--- src/rtl/ret_stack.sv ---
// rtl/ret_stack.sv - circular hardware return-address stack for the PIC-style core
//
// Purpose: CALL pushes the next program address; RETURN/RETLW pops it and
// presents it on ret_addr with a one-cycle ret_valid strobe for pcounter.
// Build option: define STACK_TRAP_EN for protective mode (full-push ignored,
// empty-pop returns zero). Undefined gives PIC16-style circular wrap.
//
// Ports:
//   clk        system clock, rising edge
//   reset      asynchronous active-high reset
//   push       store pc_in on top of stack
//   pop        remove top entry, present it on ret_addr
//   pc_in      return address to store
//   ret_addr   registered popped address, held until next pop
//   ret_valid  one-cycle pulse after a pop
//   level      occupancy 0..DEPTH
//   overflow   sticky: push seen while full
//   underflow  sticky: pop seen while empty
module ret_stack #(
    parameter int DEPTH = 8,
    parameter int WIDTH = 8
) (
    input  logic                     clk,
    input  logic                     reset,
    input  logic                     push,
    input  logic                     pop,
    input  logic [WIDTH-1:0]         pc_in,
    output logic [WIDTH-1:0]         ret_addr,
    output logic                     ret_valid,
    output logic [$clog2(DEPTH):0]   level,
    output logic                     overflow,
    output logic                     underflow
);

    localparam int PW = $clog2(DEPTH);
    localparam int LW = PW + 1;

    logic [WIDTH-1:0] mem [DEPTH];
    logic [PW-1:0]    sp;
    logic [PW-1:0]    sp_dec;
    logic             full;
    logic             empty;

    // sp points at the next free slot; the top of stack is one below it.
    assign sp_dec = sp - 1'b1;
    assign full   = (level == LW'(DEPTH));
    assign empty  = (level == '0);

    always_ff @(posedge clk or posedge reset) begin
        if (reset) begin
            for (int i = 0; i < DEPTH; i++) begin
                mem[i] <= '0;
            end
            sp        <= '0;
            level     <= '0;
            ret_addr  <= '0;
            ret_valid <= 1'b0;
            overflow  <= 1'b0;
            underflow <= 1'b0;
        end else begin
            ret_valid <= 1'b0;
            if (push && pop) begin
                // Return and call in the same cycle: swap the top entry in place.
                ret_addr    <= mem[sp_dec];
                mem[sp_dec] <= pc_in;
                ret_valid   <= 1'b1;
            end else if (push) begin
`ifdef STACK_TRAP_EN
                if (full) begin
                    overflow <= 1'b1;
                end else begin
                    mem[sp] <= pc_in;
                    sp      <= sp + 1'b1;
                    level   <= level + 1'b1;
                end
`else
                // Full push overwrites the oldest entry and the pointer wraps.
                mem[sp] <= pc_in;
                sp      <= sp + 1'b1;
                if (full) begin
                    overflow <= 1'b1;
                end else begin
                    level <= level + 1'b1;
                end
`endif
            end else if (pop) begin
                ret_valid <= 1'b1;
`ifdef STACK_TRAP_EN
                if (empty) begin
                    ret_addr  <= '0;
                    underflow <= 1'b1;
                end else begin
                    ret_addr <= mem[sp_dec];
                    sp       <= sp_dec;
                    level    <= level - 1'b1;
                end
`else
                // Empty pop returns whatever stale entry sits below sp.
                ret_addr <= mem[sp_dec];
                sp       <= sp_dec;
                if (empty) begin
                    underflow <= 1'b1;
                end else begin
                    level <= level - 1'b1;
                end
`endif
            end
        end
    end

endmodule

--- config.mk ---
export PLATFORM = sky130hd
export DESIGN_NAME = ret_stack
export DESIGN_NICKNAME = d
export VERILOG_FILES = /design/src/rtl/ret_stack.sv
export SDC_FILE = /design/constraint.sdc
export NUM_CORES = 1
export LEC_CHECK = 0
export ABC_AREA = 1
export CORE_ASPECT_RATIO = 2
export CORE_UTILIZATION = 30
export CTS_CLUSTER_SIZE = 40
export DETAILED_ROUTE_END_ITERATION = 16
export PLACE_DENSITY = 0.49
export SYNTH_ARGS = -nofsm -noshare
export SYNTH_HDL_FRONTEND = slang
export SYNTH_SLANG_ARGS = --single-unit
--- constraint.sdc ---
create_clock -name clk -period 2.7 [get_ports clk]
set_input_delay 0.27 -clock clk [delete_from_list [all_inputs] [get_ports clk]]
set_output_delay 0.27 -clock clk [all_outputs]
set_load 0.02 [all_outputs]
==> flow_metrics.py <==
metrics = {
    "synth": {
        "syn_inst": 600,
        "syn_area_um2": 4540,
        "synth-seq-cells": 82,
        "yosysUniqueCellTypes": 33,
        "seq_area_frac_synth": 0.452,
        "yosysWarnings": 0,
        "syn-mean-instance-area_um2": 7.57,
        "syn-num-nets": 621,
    },
    "power": {
        "p_sw_mw": 3.12,
        "p_seq_frac": 0.316,
        "pwr-share-comb": 0.503,
        "p_sw_frac": 0.457,
        "p_per_area_nw_per_um2": 1290,
        "vdd_ir_drop_max_v": 0.000463,
        "p_leak_nw": 2.89,
        "pwr-share-clk": 0.181,
        "internal_power_mw": 3.70,
    },
    "clock_tree": {
        "cts_resized": 0,
        "root_buffer": "clkbuf_16",
        "insertion_delay_ns": 0.34,
        "postCtsSetupRepairBufs": 0,
        "clockBufferDepth": 2,
        "clk_pin_slew_ns": 0.06,
        "cts_tree": "done",
        "numCtsBuffers": 9,
        "clkSinkCount": 82,
        "htree_levels": 3,
        "hold_buffers": 0,
    },
    "die": {
        "rows": 63,
        "core_um2": 14800,
        "die-area_um2": 15700,
        "die_h_um": 176,
        "start_util": 0.307,
        "die_x_um": 89.0,
        "floorplan.io_pins": 27,
    },
    "place": {
        "gp_congestion": 0.864,
        "place_area_um2": 4990,
        "dpl.cell_count": 807,
        "portBuffers": 26,
        "place_hpwl_um": 9560,
    },
    "setup_path": {
        "endpoint_kind": "register",
        "r2r-start": "sp[1]",
        "path_class": "register to register",
        "r2r_slack_ns": 0.69,
        "cp_slowest_stage_delay_ns": 0.45,
        "ff2ff_path_depth": 9,
        "critPathRequiredTime_ns": 2.93,
        "worstReg2RegEnd": "mem[46]",
        "worst_setup_path_start_kind": "register",
        "crit_top_cell": "nand2_1",
        "crit_fanout": 10,
        "cp_cell_sequence": "inv_1, ha_1, xor2_2, buf_4, nor2_8, nand2_8, nand2_4, nand2_1, nand2_1",
        "worstPathArrival_ns": 2.24,
        "slowest_stage": "dfrtp_1",
    },
    "finish": {
        "nets": 644,
        "fin_area_um2": 5290,
        "synthToLayoutAreaGrowth_pct": 16.4,
        "fillCellCount": 1671,
        "seqCellArea_um2": 2050,
        "drive_gt1_frac": 0.0955,
        "num_antenna_cells": 0,
        "stdcell_count": 823,
        "multi_input_area_um2": 2200,
    },
    "global_route": {
        "met2_usage": 0.338,
        "grt_util_all_layers": 0.181,
        "grt_start_max_net_pins": 46,
        "use_met1": 0.199,
        "grt_antenna_before_repair": 0,
        "grt-busiest-layer": "met2",
        "grt_pass1_wl_um": 20900,
        "grt_pass1_vias": 4003,
        "met3_usage": 0.0266,
        "grt_overflow_total": 0,
    },
    "run_status": {
        "status": "complete, no violations",
    },
    "detailed_routing": {
        "antenna_left": 0,
        "wl_per_cell_um": 15.5,
        "drc": 0,
        "drt_iter0_drc": 201,
        "vias_per_cell": 4.60,
        "totalWireLength_um": 12700,
        "drtPass1Iterations": 5,
        "vias": 3785,
    },
    "sta": {
        "fin_crit_sh": 0.745,
        "skew_ns": 0.00947,
        "rsz0062_at_grt": "no",
        "min_period_ns": 2.01,
        "slew_headroom": 0.590,
        "setup_viol": 0,
        "worstMarginPinSlew_ns": 0.613,
        "maxSlewViolCount": 0,
        "timing.fmax_ghz": 0.497,
        "setup-tns-final_ns": 0,
        "hold_violations": 0,
    },
    "job": {
        "maxCapViolations": 0,
    },
    "hold_path": {
        "hp-class": "input pin to async pin",
    },
}
-- through the flow --
step	setup slack, ns	util	hold slack, ns	total power [mW]
after CTS	0.676	0.357	0.133	6.91
after global placement	0.436	0.337	0.463	5.60
after global routing	0.494	0.357	0.151	7.42
after detailed placement	0.415	0.337	0.454	5.63
after floorplan	0.322	-	0.418	4.67
final	0.688	0.357	0.137	6.82
-- final cells by class --
class                           count  share of cell area
Clock buffer                       10              0.0433
Clock inverter                      6              0.0125
Inverter                           47              0.0341
Multi-Input combinational cell    451               0.416
Sequential cell                    82               0.388
Tap cell                          195              0.0461
Timing Repair Buffer               32              0.0601
-- cells in the final DEF (no fill, tap or decap), drive strengths merged, types with 3 or more instances in the layout --
| master | synthesis | layout |
|---|---|---|
| nor2 | 12 | 12 |
| nand2 | 328 | 328 |
| ha | 8 | 8 |
| xor2 | 4 | 4 |
| xnor2 | 3 | 3 |
| clkinvlp | 0 | 3 |
| clkdlybuf4s50 | 0 | 26 |
| dfrtp | 82 | 82 |
| inv | 47 | 47 |
| nand3 | 82 | 82 |
| buf | 15 | 6 |
| clkbuf | 5 | 10 |
-- worst max-delay path by stage --
stage	from	depth (start not counted)	endpoint
floorplan	reset	1	level[0]
global placement	push	7	ret_addr[0]
detailed placement	push	7	mem[56]
CTS	sp[1]	9	mem[40]
global route	sp[1]	8	mem[61]
finish	sp[1]	9	mem[46]
-- logic make-up after synthesis --
logic type               synth area share
AO/OA/AOI/OAI                      0.0118
XOR/XNOR                           0.0193
adder cells (fa/ha/maj)            0.0264
buffers and inverters              0.0639
flip-flops                          0.452
AND/OR/NAND/NOR                     0.427
-- per-layer routing --
| metal | wire (µm) | vias to the layer above | part of all wire |
|---|---|---|---|
| li1 | - | 1895 | - |
| met1 | 5040 | 1783 | 0.40 |
| met2 | 7040 | 88 | 0.55 |
| met3 | 301 | 19 | 0.024 |
| met4 | 343 | 0 | 0.027 |
| met5 | 0 | - | 0 |
-- synthesized netlist by cell type (all sizes together) --
cell type,number,area share
a41o,1,0.0022
nor3,2,0.0072
nor2,12,0.019
clkbuf,5,0.0041
nand3,82,0.090
inv,47,0.039
dfrtp,82,0.45
o21ai,2,0.0022
xor2,4,0.0094
o21bai,1,0.0017
a21oi,2,0.0030
buf,15,0.020
xnor2,3,0.0099
nand2,328,0.31
fa,1,0.0044
nand4,2,0.0028
o22ai,1,0.0014
or2,1,0.0014
a31oi,1,0.0014
ha,8,0.022
-- flip-flops by register name, indices dropped and copies added, names as in the netlist --
signal / cells
mem: 64
ret_addr: 8
level: 4
sp: 3
overflow: 1
ret_valid: 1
underflow: 1
-- power groups by stage --
stage | combinational [mW] | clock (mW) | sequential, mW
finish | 3.43 | 1.24 | 2.15
global route | 3.88 | 1.32 | 2.22
CTS | 3.47 | 1.28 | 2.15
detailed placement | 3.46 | 0 | 2.17
global placement | 3.43 | 0 | 2.17
floorplan | 2.52 | 0 | 2.16
-- critical path, delay by kind of cell, from the launching register on --
| kind | cells | cell delay (ns) |
|---|---|---|
| xor+xnor | 1 | 0.40 |
| fa+ha+maj | 1 | 0.31 |
| buf+inv | 2 | 0.34 |
| flops | 1 | 0.45 |
| simple gates | 5 | 0.39 |
Power figures use the tool's default switching activity.
